$ cat config.mk
export PLATFORM = sky130hd
export DESIGN_NAME = wt_dcache_port_sched
export DESIGN_NICKNAME = d
export VERILOG_FILES = /design/src/rtl/wt_dcache_port_sched.sv
export SDC_FILE = /design/constraint.sdc
export NUM_CORES = 1
export LEC_CHECK = 0
export CORE_AREA = 4 4 253 255
export DETAILED_ROUTE_END_ITERATION = 7
export DIE_AREA = 0 0 257 259
export PLACE_DENSITY_LB_ADDON = 0.08
export SKIP_CTS_REPAIR_TIMING = 1
export SYNTH_ARGS = -nofsm -noshare
export SYNTH_HDL_FRONTEND = slang
export SYNTH_SLANG_ARGS = --single-unit
export TNS_END_PERCENT = 30
$ cat constraint.sdc
create_clock -name clk_i -period 9.95 [get_ports clk_i]
set_input_delay 2.4875 -clock clk_i [delete_from_list [all_inputs] [get_ports clk_i]]
set_output_delay 2.4875 -clock clk_i [all_outputs]
set_load 0.03 [all_outputs]
$ cat src/rtl/wt_dcache_port_sched.sv
// Schedules NR_PORTS requesters (port 0 = PTW) onto a single registered cache request slot
// and routes in-order responses back to their owner. Optional macro: WT_DCACHE_SCHED_PTW_PRIO_EN.
module wt_dcache_port_sched #(
  parameter int unsigned NR_PORTS        = 3,
  parameter int unsigned ADDR_WIDTH      = 64,
  parameter int unsigned DATA_WIDTH      = 64,
  parameter int unsigned MAX_OUTSTANDING = 7
) (
  input  logic                           clk_i,
  input  logic                           rst_i,
  input  logic [NR_PORTS-1:0]            req_valid_i,
  output logic [NR_PORTS-1:0]            req_ready_o,
  input  logic [NR_PORTS*ADDR_WIDTH-1:0] req_addr_i,
  input  logic [NR_PORTS-1:0]            req_we_i,
  input  logic [NR_PORTS*DATA_WIDTH-1:0] req_wdata_i,
  output logic                           mem_req_valid_o,
  input  logic                           mem_req_ready_i,
  output logic [ADDR_WIDTH-1:0]          mem_req_addr_o,
  output logic                           mem_req_we_o,
  output logic [DATA_WIDTH-1:0]          mem_req_wdata_o,
  input  logic                           mem_rsp_valid_i,
  input  logic [DATA_WIDTH-1:0]          mem_rsp_rdata_i,
  output logic [NR_PORTS-1:0]            rsp_valid_o,
  output logic [DATA_WIDTH-1:0]          rsp_rdata_o,
  output logic                           busy_o
);

  localparam int unsigned PW = (NR_PORTS > 1) ? $clog2(NR_PORTS) : 1;
  localparam int unsigned FW = (MAX_OUTSTANDING > 1) ? $clog2(MAX_OUTSTANDING) : 1;
  localparam int unsigned CW = $clog2(MAX_OUTSTANDING + 1);

  logic [ADDR_WIDTH-1:0] port_addr  [NR_PORTS];
  logic [DATA_WIDTH-1:0] port_wdata [NR_PORTS];

  logic [PW-1:0] rr_ptr_q;
  logic [PW-1:0] gnt_idx;
  logic [PW-1:0] cand;
  logic          gnt_found;
  logic          gnt_prio;
  logic          slot_free;
  logic          accept;
  logic          rsp_fire;
  logic [CW-1:0] cnt_q;
  logic [CW-1:0] cnt_d;
  logic [FW-1:0] wr_ptr_q;
  logic [FW-1:0] rd_ptr_q;
  logic [PW-1:0] fifo_q [MAX_OUTSTANDING];
  logic          busy_q;

  for (genvar g = 0; g < NR_PORTS; g++) begin : g_unpack
    assign port_addr[g]  = req_addr_i[g*ADDR_WIDTH +: ADDR_WIDTH];
    assign port_wdata[g] = req_wdata_i[g*DATA_WIDTH +: DATA_WIDTH];
  end

  function automatic logic [FW-1:0] ptr_inc(input logic [FW-1:0] p);
    return (p == FW'(MAX_OUTSTANDING - 1)) ? '0 : p + FW'(1);
  endfunction

  // Grant search: optional fixed PTW priority, otherwise round-robin from rr_ptr+1
  always_comb begin
    gnt_idx   = '0;
    gnt_found = 1'b0;
    gnt_prio  = 1'b0;
    cand      = '0;
`ifdef WT_DCACHE_SCHED_PTW_PRIO_EN
    if (req_valid_i[0]) begin
      gnt_found = 1'b1;
      gnt_prio  = 1'b1;
    end
`endif
    for (int unsigned i = 1; i <= NR_PORTS; i++) begin
      cand = PW'((32'(rr_ptr_q) + i) % NR_PORTS);
      if (!gnt_found && req_valid_i[cand]) begin
        gnt_found = 1'b1;
        gnt_idx   = cand;
      end
    end
  end

  // The order FIFO holds exactly cnt entries, so cnt doubles as its fill level
  assign slot_free = !mem_req_valid_o || mem_req_ready_i;
  assign accept    = !rst_i && slot_free && (cnt_q < CW'(MAX_OUTSTANDING)) && gnt_found;
  assign rsp_fire  = !rst_i && mem_rsp_valid_i && (cnt_q != '0);

  assign req_ready_o = accept ? (NR_PORTS'(1) << gnt_idx) : '0;
  assign rsp_rdata_o = mem_rsp_rdata_i;
  assign busy_o      = busy_q;

  always_comb begin
    rsp_valid_o = '0;
    for (int unsigned k = 0; k < NR_PORTS; k++) begin
      rsp_valid_o[k] = rsp_fire && (fifo_q[rd_ptr_q] == PW'(k));
    end
  end

  always_comb begin
    cnt_d = cnt_q;
    if (accept && !rsp_fire) begin
      cnt_d = cnt_q + CW'(1);
    end else if (!accept && rsp_fire) begin
      cnt_d = cnt_q - CW'(1);
    end
  end

  // Output slot, counters and pointers
  always_ff @(posedge clk_i or posedge rst_i) begin
    if (rst_i) begin
      mem_req_valid_o <= 1'b0;
      mem_req_addr_o  <= '0;
      mem_req_we_o    <= 1'b0;
      mem_req_wdata_o <= '0;
      cnt_q           <= '0;
      wr_ptr_q        <= '0;
      rd_ptr_q        <= '0;
      rr_ptr_q        <= PW'(NR_PORTS - 1);
      busy_q          <= 1'b0;
    end else begin
      if (accept) begin
        mem_req_valid_o <= 1'b1;
        mem_req_addr_o  <= port_addr[gnt_idx];
        mem_req_we_o    <= req_we_i[gnt_idx];
        mem_req_wdata_o <= port_wdata[gnt_idx];
        wr_ptr_q        <= ptr_inc(wr_ptr_q);
      end else if (mem_req_ready_i) begin
        mem_req_valid_o <= 1'b0;
      end
      if (accept && !gnt_prio) begin
        rr_ptr_q <= gnt_idx;
      end
      if (rsp_fire) begin
        rd_ptr_q <= ptr_inc(rd_ptr_q);
      end
      cnt_q  <= cnt_d;
      busy_q <= (cnt_d != '0);
    end
  end

  // Owner storage needs no reset; pointers and cnt define validity
  always_ff @(posedge clk_i) begin
    if (accept) begin
      fifo_q[wr_ptr_q] <= gnt_idx;
    end
  end

endmodule

==> metrics.txt <==
outcome=finished clean; Layout Skew=0.01185 ns; die width=257 um; Clock transition at path regs=0.07 ns; Final Hold Vio Count=0; Hold Crit Start=mem_req_addr_o[36]; reg2reg setup slack=5.81 ns; startpoint types=input pin; Synthesized Nets=1422; drt initial violations=342; core box area=0.06160 mm^2; Levels on crit path=7; Die Footprint=0.06656 mm^2; Overflow after GRT=0; #FFs+latches synth=156; Max Cap Viol=0; Nets=1825; CTS tree=built; fin crit period=8.064 ns; CP required=7.46 ns; syn_area_per_cell=10.34 um^2; crit path DAT=5.58 ns; Synth top area share=0.3566; Pwr Density=374.4 mW/mm^2; Final Power=5956 uW; most frequent cell after synthesis=dfrtp_1; row cnt=91; fin. max-slew vios=0; Fillers=6659; Distinct cells, synth=57; area of the multi-input gates=0.004782 mm^2; I/O pin count=659; DR WL/cell=23.05 um; IO buf count=530; gr usage total=0.1492; synthesized instance count=957; post-synth top area cell=dfrtp_1; Die Span Y=259 um; Crit. Startpoint=req_valid_i[2]; Setup-failing EPs final=0; Place WS=1.861 ns; global-route wire length before repair=72.98 mm; reg2reg path depth=9; ranking of synthesized cells by area=dfrtp_1 (36%), a221oi_2 (17%), a21oi_2 (8.0%); Reg power frac=0.197; Comb pwr share=0.683; ys flop type=dfrtp_1; highest-delay cell along the critical path=clkdlybuf4s50_1; Clk Latency, worst-skew pair=0.48 ns; via count=9249; Peak VDD IR=0.1852 mV; largest net degree at the start of global routing=134; htree depth=4; Seq. cell area=0.003975 mm^2; Routability Congestion=0.7488; CTS root buf=clkbuf_16; top cells by count, synth=dfrtp_1 (141), nor2_1 (139), nand3_1 (132); DRT Wirelength=51.03 mm; Net Sw Frac=0.5390; Initial Util=0.1606; cell mode on critical path=clkdlybuf4s50_1; final setup margin=1.886 ns; cell internal pwr=2746 uW; CTS sink cnt=156; First-pass DRT Iterations=8; Hold Crit Depth=2; fmax=124.0 MHz; launch point of the worst reg-to-reg path=rr_ptr_q[1]; Crit Path Max Fanout=59; DPL Wire Length=36.72 mm; crit path kind=in -> out; YS warnings=0; delay-heaviest family, CP=buffers and inverters; HP Class=reg -> reg; Slew HR=0.2943; Via density=4.178; RSZ-0062 raised after global routing=no; clock share of power=0.120; asr flop ratio synth=0.9103; Synth Cell Area=0.009893 mm^2; Routed Antenna Nets=0; Num CTS Buffers=17; CP endpoint kind=primary output; Syn-to-layout area delta=60.79%; clock buffer depth=2; switching power=3211 uW; sequential share of the synthesized area=0.4018; ratio of cells with drive above 1 in the final layout=0.1916; vias in the first global route=10050; worst path bufs/invs=3; Final Cycle Share=0.8104; Max stage delay on crit path=0.71 ns; initial antenna violation count=8; number of enable flip-flop cells after synthesis=14; CP Cell Sequence=clkdlybuf4s50_1 > mux2i_1 > a41oi_1 > a22o_4 > inv_8 > nor3_1 > clkdlybuf4s50_1; Final TNS setup=0 ns; slew at the pin closest to its max-slew limit=1.059 ns; drt drc=0; Static Leak=0.005806 uW
==> final cells by class <==
cell class                 count  share of cell area
timing repair buffer         544              0.3409
clock buffer                  17             0.02674
tap                          837             0.06583
sequential                   156              0.2499
antenna                        4           0.0006292
clock inverter                15             0.01109
multi-input combinational    627              0.3006
inverter                      14            0.004326
==> kinds of logic after synthesis <==
logic type,after synthesis,synth area share
flip-flops,156,0.4018
adder cells (fa/ha/maj),7,0.008853
AO/OA/AOI/OAI,304,0.3192
buffers and inverters,174,0.1170
XOR/XNOR,1,0.0008855
multiplexers,9,0.01189
AND/OR/NAND/NOR,306,0.1404
==> tightest hold or removal path, delay by kind of cell, from the launching register on <==
kind               cells  cell delay [ns]
AOI/OAI and AO/OA      1             0.08
DFF                    1             0.34
and+or+nand+nor        1             0.05
==> power by group through the flow <==
stage          Sequential, uW  Clock [uW]  Combinational (uW)
6_report                 1180         715                4070
5_1_grt                  1220         776                4400
4_1_cts                  1180         756                4200
3_5_place_dp             1190           0                4200
3_3_place_gp             1180           0                4200
2_1_floorplan            1660           0                2390
==> flip-flops by register name, indices dropped and copies added (netlist names) <==
name / cells
fifo_q: 14
rr_ptr_q: 2
mem_req_we_o: 1
wr_ptr_q: 3
cnt_q: 3
mem_req_valid_o: 1
mem_req_addr_o: 64
busy_o: 1
rd_ptr_q: 3
mem_req_wdata_o: 64
==> placed cells by master (no fill, tap or decap), drive strengths merged, types with 2 or more instances in the layout <==
cell type / count
a211oi: 7
a21o: 5
a21oi: 133
a221oi: 130
a22o: 2
a31oi: 2
and3: 2
buf: 14
bufinv: 2
clkbuf: 17
clkdlybuf4s50: 530
clkinv: 5
clkinvlp: 2
dfrtp: 141
diode: 4
edfxtp: 14
ha: 7
inv: 20
mux2: 2
mux2i: 5
mux4: 2
nand2: 13
nand2b: 4
nand3: 132
nand3b: 2
nor2: 139
nor2b: 3
nor3: 4
nor3b: 2
nor4b: 2
o2111ai: 2
o211ai: 3
o21ai: 8
o22a: 2
==> per-layer routing <==
layer  GRT usage  part of all wire  wire length, um  vias up
met3     0.04741             0.062             3174       53
met5           0           0.00092               47        -
met4     0.04728             0.019              975        8
li1            -                 -                -     4336
met1      0.1672              0.38            19650     4534
met2      0.2697              0.53            27190      318
==> worst paths after layout <==
path | to
max | req_ready_o[0]
min | mem_req_addr_o[36]
max reg2reg | mem_req_wdata_o[2]
min reg2reg | mem_req_addr_o[36]
max in group asynchronous | mem_req_wdata_o[58]
min in group asynchronous | mem_req_valid_o
==> stage by stage <==
stage / hold slack (ns) / utilization / instances / instance area [um^2]
after detailed placement: 0.5006 / 0.2483 / 2178 / 15300
after global placement: 0.4983 / 0.2483 / 2178 / 15300
final: 0.5146 / 0.2583 / 2214 / 15910
after global routing: 0.5381 / 0.2583 / 2214 / 15910
after floorplan: 0.5065 / - / 957 / 9897
after CTS: 0.5179 / 0.2581 / 2210 / 15900
Note: power is estimated with default switching activity, not from simulation.
